## src/rtl/block_sched_pkg.sv

```systemverilog
// Shared types and constants for the message-level block-checker scheduler.
// The FLUSH state value is reserved even when BLOCK_SCHED_FLUSH_EN is not defined.
package block_sched_pkg;

  localparam int NREQ_DEF  = 2;
  localparam int LEN_W_DEF = 8;

  localparam logic [7:0] SPACE_CHAR = 8'h20;

  localparam logic [2:0] ST_IDLE   = 3'd0;
  localparam logic [2:0] ST_CLEAR  = 3'd1;
  localparam logic [2:0] ST_STREAM = 3'd2;
  localparam logic [2:0] ST_FLUSH  = 3'd3;
  localparam logic [2:0] ST_SETTLE = 3'd4;
  localparam logic [2:0] ST_RESULT = 3'd5;

  typedef enum logic [2:0] {
    S_IDLE   = ST_IDLE,
    S_CLEAR  = ST_CLEAR,
    S_STREAM = ST_STREAM,
    S_FLUSH  = ST_FLUSH,
    S_SETTLE = ST_SETTLE,
    S_RESULT = ST_RESULT
  } state_e;

endpackage

```

## src/rtl/block_sched_rr.sv

```systemverilog
// Combinational round-robin pick: first asserted request at or after ptr_i, wrapping.
// Zero latency; no backpressure, the caller decides when to act on the pick.
module block_sched_rr #(
  parameter  int NREQ = 2,
  localparam int IDW  = (NREQ > 1) ? $clog2(NREQ) : 1
) (
  input  logic [NREQ-1:0] req_i,
  input  logic [IDW-1:0]  ptr_i,
  output logic [IDW-1:0]  grant_o,
  output logic            any_o
);

  int             sum;
  logic           found;
  logic [IDW-1:0] cand;

  always_comb begin
    grant_o = '0;
    any_o   = |req_i;
    found   = 1'b0;
    sum     = 0;
    cand    = '0;
    for (int k = 0; k < NREQ; k++) begin
      sum = int'(ptr_i) + k;
      if (sum >= NREQ) sum = sum - NREQ;
      cand = sum[IDW-1:0];
      if (!found && req_i[cand]) begin
        grant_o = cand;
        found   = 1'b1;
      end
    end
  end

endmodule

```

## src/rtl/block_sched.sv

```systemverilog
// Grants one shared begin/end checker to a requester per message, clears it first, reports one record per message.
// Unstalled L-byte latency L+4 cycles to done_valid (L+5 with BLOCK_SCHED_FLUSH_EN); requester stalls add cycles 1:1.
module block_sched
  import block_sched_pkg::*;
#(
  parameter  int NREQ  = NREQ_DEF,
  parameter  int LEN_W = LEN_W_DEF,
  localparam int IDW   = $clog2(NREQ)
) (
  input  logic                clk,
  input  logic                reset,
  input  logic [NREQ-1:0]     req_valid,
  input  logic [8*NREQ-1:0]   req_data,
  input  logic [NREQ-1:0]     req_last,
  output logic [NREQ-1:0]     req_ready,
  output logic                chk_reset,
  output logic                chk_en,
  output logic [7:0]          chk_in,
  input  logic                chk_result,
  output logic                done_valid,
  output logic [IDW-1:0]      done_id,
  output logic                done_result,
  output logic [LEN_W-1:0]    done_len,
  output logic                busy
);

  logic [2:0]       state_q, state_d;
  logic [IDW-1:0]   grant_q, grant_d;
  logic [IDW-1:0]   rr_q, rr_d;
  logic [LEN_W-1:0] len_q, len_d;
  logic             chk_en_q, chk_en_d;
  logic [7:0]       chk_in_q, chk_in_d;
  logic             done_valid_q, done_valid_d;
  logic [IDW-1:0]   done_id_q, done_id_d;
  logic             done_result_q, done_result_d;
  logic [LEN_W-1:0] done_len_q, done_len_d;

  logic [IDW-1:0]   rr_pick;
  logic             rr_any;
  logic             cur_vld, cur_last, hs;
  logic [7:0]       cur_dat;

  block_sched_rr #(.NREQ(NREQ)) u_rr (
    .req_i   (req_valid),
    .ptr_i   (rr_q),
    .grant_o (rr_pick),
    .any_o   (rr_any)
  );

  always_comb begin
    cur_vld  = 1'b0;
    cur_last = 1'b0;
    cur_dat  = 8'h00;
    for (int k = 0; k < NREQ; k++) begin
      if (grant_q == IDW'(k)) begin
        cur_vld  = req_valid[k];
        cur_last = req_last[k];
        cur_dat  = req_data[8*k +: 8];
      end
    end
  end

  assign hs        = (state_q == ST_STREAM) && cur_vld;
  assign req_ready = (state_q == ST_STREAM) ? ({{(NREQ-1){1'b0}}, 1'b1} << grant_q) : '0;
  assign chk_reset = (state_q == ST_CLEAR);
  assign busy      = (state_q != ST_IDLE);

  always_comb begin
    state_d       = state_q;
    grant_d       = grant_q;
    rr_d          = rr_q;
    len_d         = len_q;
    chk_en_d      = 1'b0;
    chk_in_d      = chk_in_q;
    done_valid_d  = 1'b0;
    done_id_d     = done_id_q;
    done_result_d = done_result_q;
    done_len_d    = done_len_q;
    case (state_q)
      ST_IDLE: begin
        if (rr_any) begin
          grant_d = rr_pick;
          rr_d    = (rr_pick == IDW'(NREQ-1)) ? '0 : rr_pick + 1'b1;
          len_d   = '0;
          state_d = ST_CLEAR;
        end
      end
      ST_CLEAR: state_d = ST_STREAM;
      ST_STREAM: begin
        // A stalled cycle leaves chk_en low so the checker sees only real bytes.
        if (hs) begin
          chk_in_d = cur_dat;
          chk_en_d = 1'b1;
          if (len_q != {LEN_W{1'b1}}) len_d = len_q + 1'b1;
          if (cur_last) begin
`ifdef BLOCK_SCHED_FLUSH_EN
            state_d = ST_FLUSH;
`else
            state_d = ST_SETTLE;
`endif
          end
        end
      end
`ifdef BLOCK_SCHED_FLUSH_EN
      ST_FLUSH: begin
        chk_in_d = SPACE_CHAR;
        chk_en_d = 1'b1;
        state_d  = ST_SETTLE;
      end
`endif
      ST_SETTLE: state_d = ST_RESULT;
      ST_RESULT: begin
        done_valid_d  = 1'b1;
        done_result_d = chk_result;
        done_id_d     = grant_q;
        done_len_d    = len_q;
        state_d       = ST_IDLE;
      end
      default: state_d = ST_IDLE;
    endcase
  end

  always_ff @(posedge clk or negedge reset) begin
    if (!reset) begin
      state_q       <= ST_IDLE;
      grant_q       <= '0;
      rr_q          <= '0;
      len_q         <= '0;
      chk_en_q      <= 1'b0;
      chk_in_q      <= 8'h00;
      done_valid_q  <= 1'b0;
      done_id_q     <= '0;
      done_result_q <= 1'b0;
      done_len_q    <= '0;
    end else begin
      state_q       <= state_d;
      grant_q       <= grant_d;
      rr_q          <= rr_d;
      len_q         <= len_d;
      chk_en_q      <= chk_en_d;
      chk_in_q      <= chk_in_d;
      done_valid_q  <= done_valid_d;
      done_id_q     <= done_id_d;
      done_result_q <= done_result_d;
      done_len_q    <= done_len_d;
    end
  end

  assign chk_en      = chk_en_q;
  assign chk_in      = chk_in_q;
  assign done_valid  = done_valid_q;
  assign done_id     = done_id_q;
  assign done_result = done_result_q;
  assign done_len    = done_len_q;

endmodule

```

## config.mk

```make
export PLATFORM = sky130hd
export DESIGN_NAME = block_sched
export DESIGN_NICKNAME = d
export VERILOG_FILES = /design/src/rtl/block_sched_pkg.sv /design/src/rtl/block_sched_rr.sv /design/src/rtl/block_sched.sv
export SDC_FILE = /design/constraint.sdc
export NUM_CORES = 1
export LEC_CHECK = 0
export ABC_AREA = 1
export CAP_MARGIN = 40
export CORE_MARGIN = 10
export CORE_UTILIZATION = 35
export CTS_CLUSTER_DIAMETER = 80
export CTS_CLUSTER_SIZE = 16
export DETAILED_ROUTE_END_ITERATION = 16
export DONT_BUFFER_PORTS = 1
export SLEW_MARGIN = 20
export SYNTH_ARGS = -nofsm -noshare
export SYNTH_HDL_FRONTEND = slang
export SYNTH_SLANG_ARGS = --single-unit
```

## constraint.sdc

```tcl
create_clock -name clk -period 1.95 [get_ports clk]
set_input_delay 0.39 -clock clk [delete_from_list [all_inputs] [get_ports clk]]
set_output_delay 0.39 -clock clk [all_outputs]
set_load 0.1 [all_outputs]
```

-- Yosys cells after proc, flatten, opt, wreduce, memory -nomap -nowiden
Index checks and enable logic that the tools add are counted.
- output and inout bits: 24
- register bits: 33
- input bits: 23
- $lt $le $gt $ge: 4
- reductions and logical operators: 11
- shift-type cells: 1
- mux-type cells: 25
- eq/ne operators: 9
- add/sub/neg operators: 5
- operators by type and width (operator ; count):
    8-bit 2-to-1 mux ; 4
    8-bit one-hot mux with 2 select lines ; 1
    1-bit 2-to-1 mux ; 15
    3-bit one-hot mux with 4 select lines ; 1
    3-bit 2-to-1 mux ; 3
    8-bit by 1-bit adder with 8-bit output, second input constant ; 1
    8-bit != test, second input constant ; 1
    3-bit equality test, second input constant ; 2
    2-bit != test, second input constant ; 3
    1-bit by 2-bit < comparator with 1-bit output, second input constant ; 2
    2-bit AND reduction ; 2
    4-bit AND reduction ; 1
    3-bit by 1-bit equality test with 1-bit output, second input constant ; 1
    3-bit by 2-bit equality test with 1-bit output, second input constant ; 1
    3-bit logical NOT ; 1
    3-bit AND reduction ; 1
    3-bit nonzero test ; 1
    1-bit by 1-bit adder with 2-bit output, second input constant ; 1
    1-bit by 2-bit greater-or-equal comparator with 1-bit output, second input constant ; 1
    2-bit greater-or-equal comparator, second input constant ; 1
    1-bit logical AND ; 2
    2-bit 2-to-1 mux ; 1
    2-bit by 1-bit != test with 1-bit output, second input constant ; 1
    2-bit nonzero test ; 1
    5 further kinds ; 6

-- Depth between registers and ports, before layout
- depth in word-level cells: 10
- mapped depth: 9
- depth with buffers taken out: 9

-- Hierarchy
A second synthesis with hierarchy kept.
- cells, all modules: 203
- area, all modules: 1655.3 um^2
- modules (own cells, without submodules) (module ; area an instance (um^2) ; seq. area each (um^2) ; instances ; cells each):
    block_sched ; 1636.6 ; 825.8 ; 1 ; 199
    block_sched_rr ; 18.8 ; 0.0 ; 1 ; 4

-- Least setup slack after synthesis
Ideal clock, no wire load.
- path kind: reg-to-output
- from: reg state_q[1]
- to: out chk_reset
- slack: -1.049 ns
- arrival time: 2.609 ns
- stages on the path, launching flop included: 2
- data required time: 1.560 ns
- path through: dfrtp_1 > nor3_1
- longest elaborated chain between the ends: 1
- RTL lines (what ; line ; text):
    start, declared ; block_sched.sv:27 ; logic [2:0] state_q, state_d;
    start signal, assigned ; block_sched.sv:136 ; state_q <= state_d;
    3-bit by 1-bit equality test with 1-bit output ; block_sched.sv:65 ; assign chk_reset = (state_q == ST_CLEAR);
    end, declared ; block_sched.sv:16 ; output logic chk_reset,
No other way between the ends.

-- Worst setup path after layout
- from: reg state_q[1]
- to: out busy
- longest elaborated chain between the ends: 1
- RTL lines (what ; line ; text):
    3-bit nonzero test ; block_sched.sv:66 ; assign busy = (state_q != ST_IDLE);
    end, declared ; block_sched.sv:24 ; output logic busy
No other way between the ends.

==> flow_metrics.py <==
metrics = {
    "sta": {
        "rsz0062_at_grt": "false",
        "maxSlewViolCount": 0,
        "slew_headroom": 0.777,
        "worst_pin_slew_ns": 0.334,
        "finalCriticalPeriod_ns": 1.81,
        "setup_viol": 0,
        "setup_slack_ns": 0.136,
        "fmax_ghz": 0.551,
        "whs_ns": 0.227,
        "finalClockSkew_ns": 0.00195,
        "timing.final.hold_violations": 0,
        "post-route-period-util": 0.930,
    },
    "yosys": {
        "synth_area_sq_um": 1650,
        "syn_inst": 203,
        "postSynthAreaPerCell_sq_um": 8.14,
        "async_reset_ff_frac": 1.00,
        "syn_nets": 227,
        "ys.flop_type": "dfrtp_1",
        "synth_edf_count": 0,
        "ys_ff_latch": 33,
        "yosys.area.top_type": "dfrtp_1",
        "yosysWarningCount": 0,
        "synth_most_common_cell": "nand2_1",
        "yosys.cell_types.count": 28,
        "synth_top_area_share": 0.500,
        "netlist_top_cells_count": "76 x nand2_1, 33 x dfrtp_1, 27 x nor2_1",
        "synthTopCellsByArea": "dfrtp_1 50%, nand2_1 17%, nor2_1 6.1%, inv_1 3.0%, a31oi_1 2.7%",
        "yosysSeqAreaShare": 0.500,
    },
    "pwr": {
        "leakage_nw": 1.01,
        "power.density_cell_area_nw_per_um2": 1910,
        "irDropWorstVdd_uv": 809,
    },
    "global_routing": {
        "grt_first_pass_wirelength_mm": 6.57,
        "grt_pass1_vias": 1392,
        "antenna_found_initial": 0,
        "gr-total-overflow": 0,
        "track_usage": 0.109,
        "grt_max_degree": 34,
    },
    "drt": {
        "num_vias": 1371,
        "ant_nets": 0,
        "via_per_inst": 4.76,
        "route.detailed.drc": 0,
        "first_iter_violations": 108,
        "wl_per_cell_um": 12.9,
        "routed_wl_mm": 3.73,
        "dr.pass1.iters": 4,
    },
    "clock_tree": {
        "path_clk_slew_ns": 0.06,
        "cts_setup_buffers": 0,
        "cts_tree": "done",
        "cts_made_buffers": 5,
        "clkSinkCount": 33,
        "insertion_delay_ns": 0.28,
        "ctsHoldBuffers": 2,
        "ctsResizeCount": 0,
        "cts.path.max_buffers": 2,
        "root_buffer": "clkbuf_8",
        "cts-htree-levels": 2,
    },
    "setup_path": {
        "critical_path_class": "flip-flop to primary output",
        "cp_top_family": "flip-flops",
        "crit_chain": "nor2_1 -> nand2_2 -> buf_4",
        "cp_slowest_stage_delay_ns": 0.49,
        "path_max_fanout": 5,
        "r2r_start": "state_q[1]",
        "cp-startpoint": "state_q[1]",
        "crit_arrival_ns": 1.42,
        "r2r_end": "rr_q",
        "path_buf_inv": 1,
        "r2r_slack_ns": 0.50,
        "critPathCaptureType": "primary output",
        "crit_path_start_kind": "flip-flop",
        "crit_slowest_cell": "dfrtp_1",
        "crit_required_ns": 1.56,
        "rr_worst_depth": 5,
    },
    "place": {
        "dp_slack_ns": 0.441,
        "gp_congestion": 0.751,
        "dp_hpwl_mm": 2.83,
        "io_buffers": 0,
    },
    "status": {
        "outcome": "complete, no violations",
    },
    "floorplanning": {
        "die_x_um": 88.7,
        "coreArea_sq_um": 4470,
        "initial_core_util": 0.369,
        "ioPinCount": 47,
        "die_area_sq_um": 7870,
        "rows": 24,
        "die_h_um": 88.7,
    },
    "final_layout": {
        "syn_to_final_growth_pct": 24.2,
        "nets": 259,
        "multiInputGateArea_sq_um": 753,
        "seq_area_sq_um": 826,
        "diodes": 0,
        "fillers": 448,
        "drive_above_1_share": 0.246,
    },
    "worst_hold_path": {
        "hold_depth": 2,
        "min_to": "done_result",
        "min_from": "chk_result",
        "hp-class": "primary input to flip-flop",
    },
    "flow_run": {
        "cap_viol_max_count": 0,
    },
}
==> power breakdown <==
part	switching (mW)	internal (mW)	leakage [nW]	total (mW)
logic	1.89	0.542	0.541	2.44
registers	0.120	0.873	0.426	0.993
clock network	0.239	0.247	0.0450	0.486
==> registers in the layout (all words and copies together), names as in the netlist <==
register / cells
done_len: 8
grant_q: 1
done_valid: 1
state_q: 3
chk_in: 8
len_q: 8
done_result: 1
rr_q: 1
chk_en: 1
done_id: 1
==> per-layer routing <==
metal / GRT usage / wire, um / vias to the layer above
li1: - / - / 715
met1: 0.118 / 1580 / 625
met2: 0.180 / 1810 / 26
met3: 0.0331 / 241 / 5
met4: 0.0705 / 95 / 0
met5: 0 / 0 / -
==> layout by cell type (no fill, tap or decap), types with 4 or more instances in the layout <==
cell / count
o21ai_0: 6
buf_4: 25
a31oi_1: 7
inv_1: 13
nor2_1: 25
o21ai_2: 4
dfrtp_1: 33
nand3_1: 7
a21oi_1: 5
clkbuf_8: 5
nand2_2: 4
nand2_1: 75
==> layout make-up <==
type / instances / share of cell area
clock inverters: 2 / 0.00488
inverters: 17 / 0.0323
clock buffers: 6 / 0.0354
well taps: 52 / 0.0317
multi-input cells: 149 / 0.367
flip-flops and latches: 33 / 0.403
repair buffers: 29 / 0.126
==> worst max path at each step <==
| stage | endpoint | slack (ns) | depth (start not counted) |
|---|---|---|---|
| 6_report | busy | 0.14 | 3 |
| 3_5_place_dp | busy | 0.44 | 3 |
| 2_1_floorplan | req_ready[0] | -0.39 | 3 |
| 4_1_cts | busy | 0.12 | 3 |
| 5_1_grt | busy | 0.04 | 3 |
| 3_3_place_gp | req_ready[0] | 0.47 | 4 |
==> cells by family (layout without fill, tap and decap cells) <==
group | after synthesis | in the layout | synth area share
adder cells (fa/ha/maj) | 1 | 1 | 0.00757
AO/OA/AOI/OAI | 25 | 25 | 0.0977
buffers and inverters | 21 | 54 | 0.0553
flip-flops | 33 | 33 | 0.500
AND/OR/NAND/NOR | 123 | 123 | 0.339
==> through the flow <==
step	cell area, sq um	total power [mW]	util	cells	setup TNS, ns
after floorplan	1660	2.93	-	203	-0.967
after global placement	1940	3.43	0.433	278	0
after global routing	2050	4.16	0.458	288	0
after detailed placement	1940	3.45	0.433	278	0
after CTS	2050	3.98	0.458	288	0
final	2050	3.91	0.458	288	0
(Power assumes the default switching activity.)
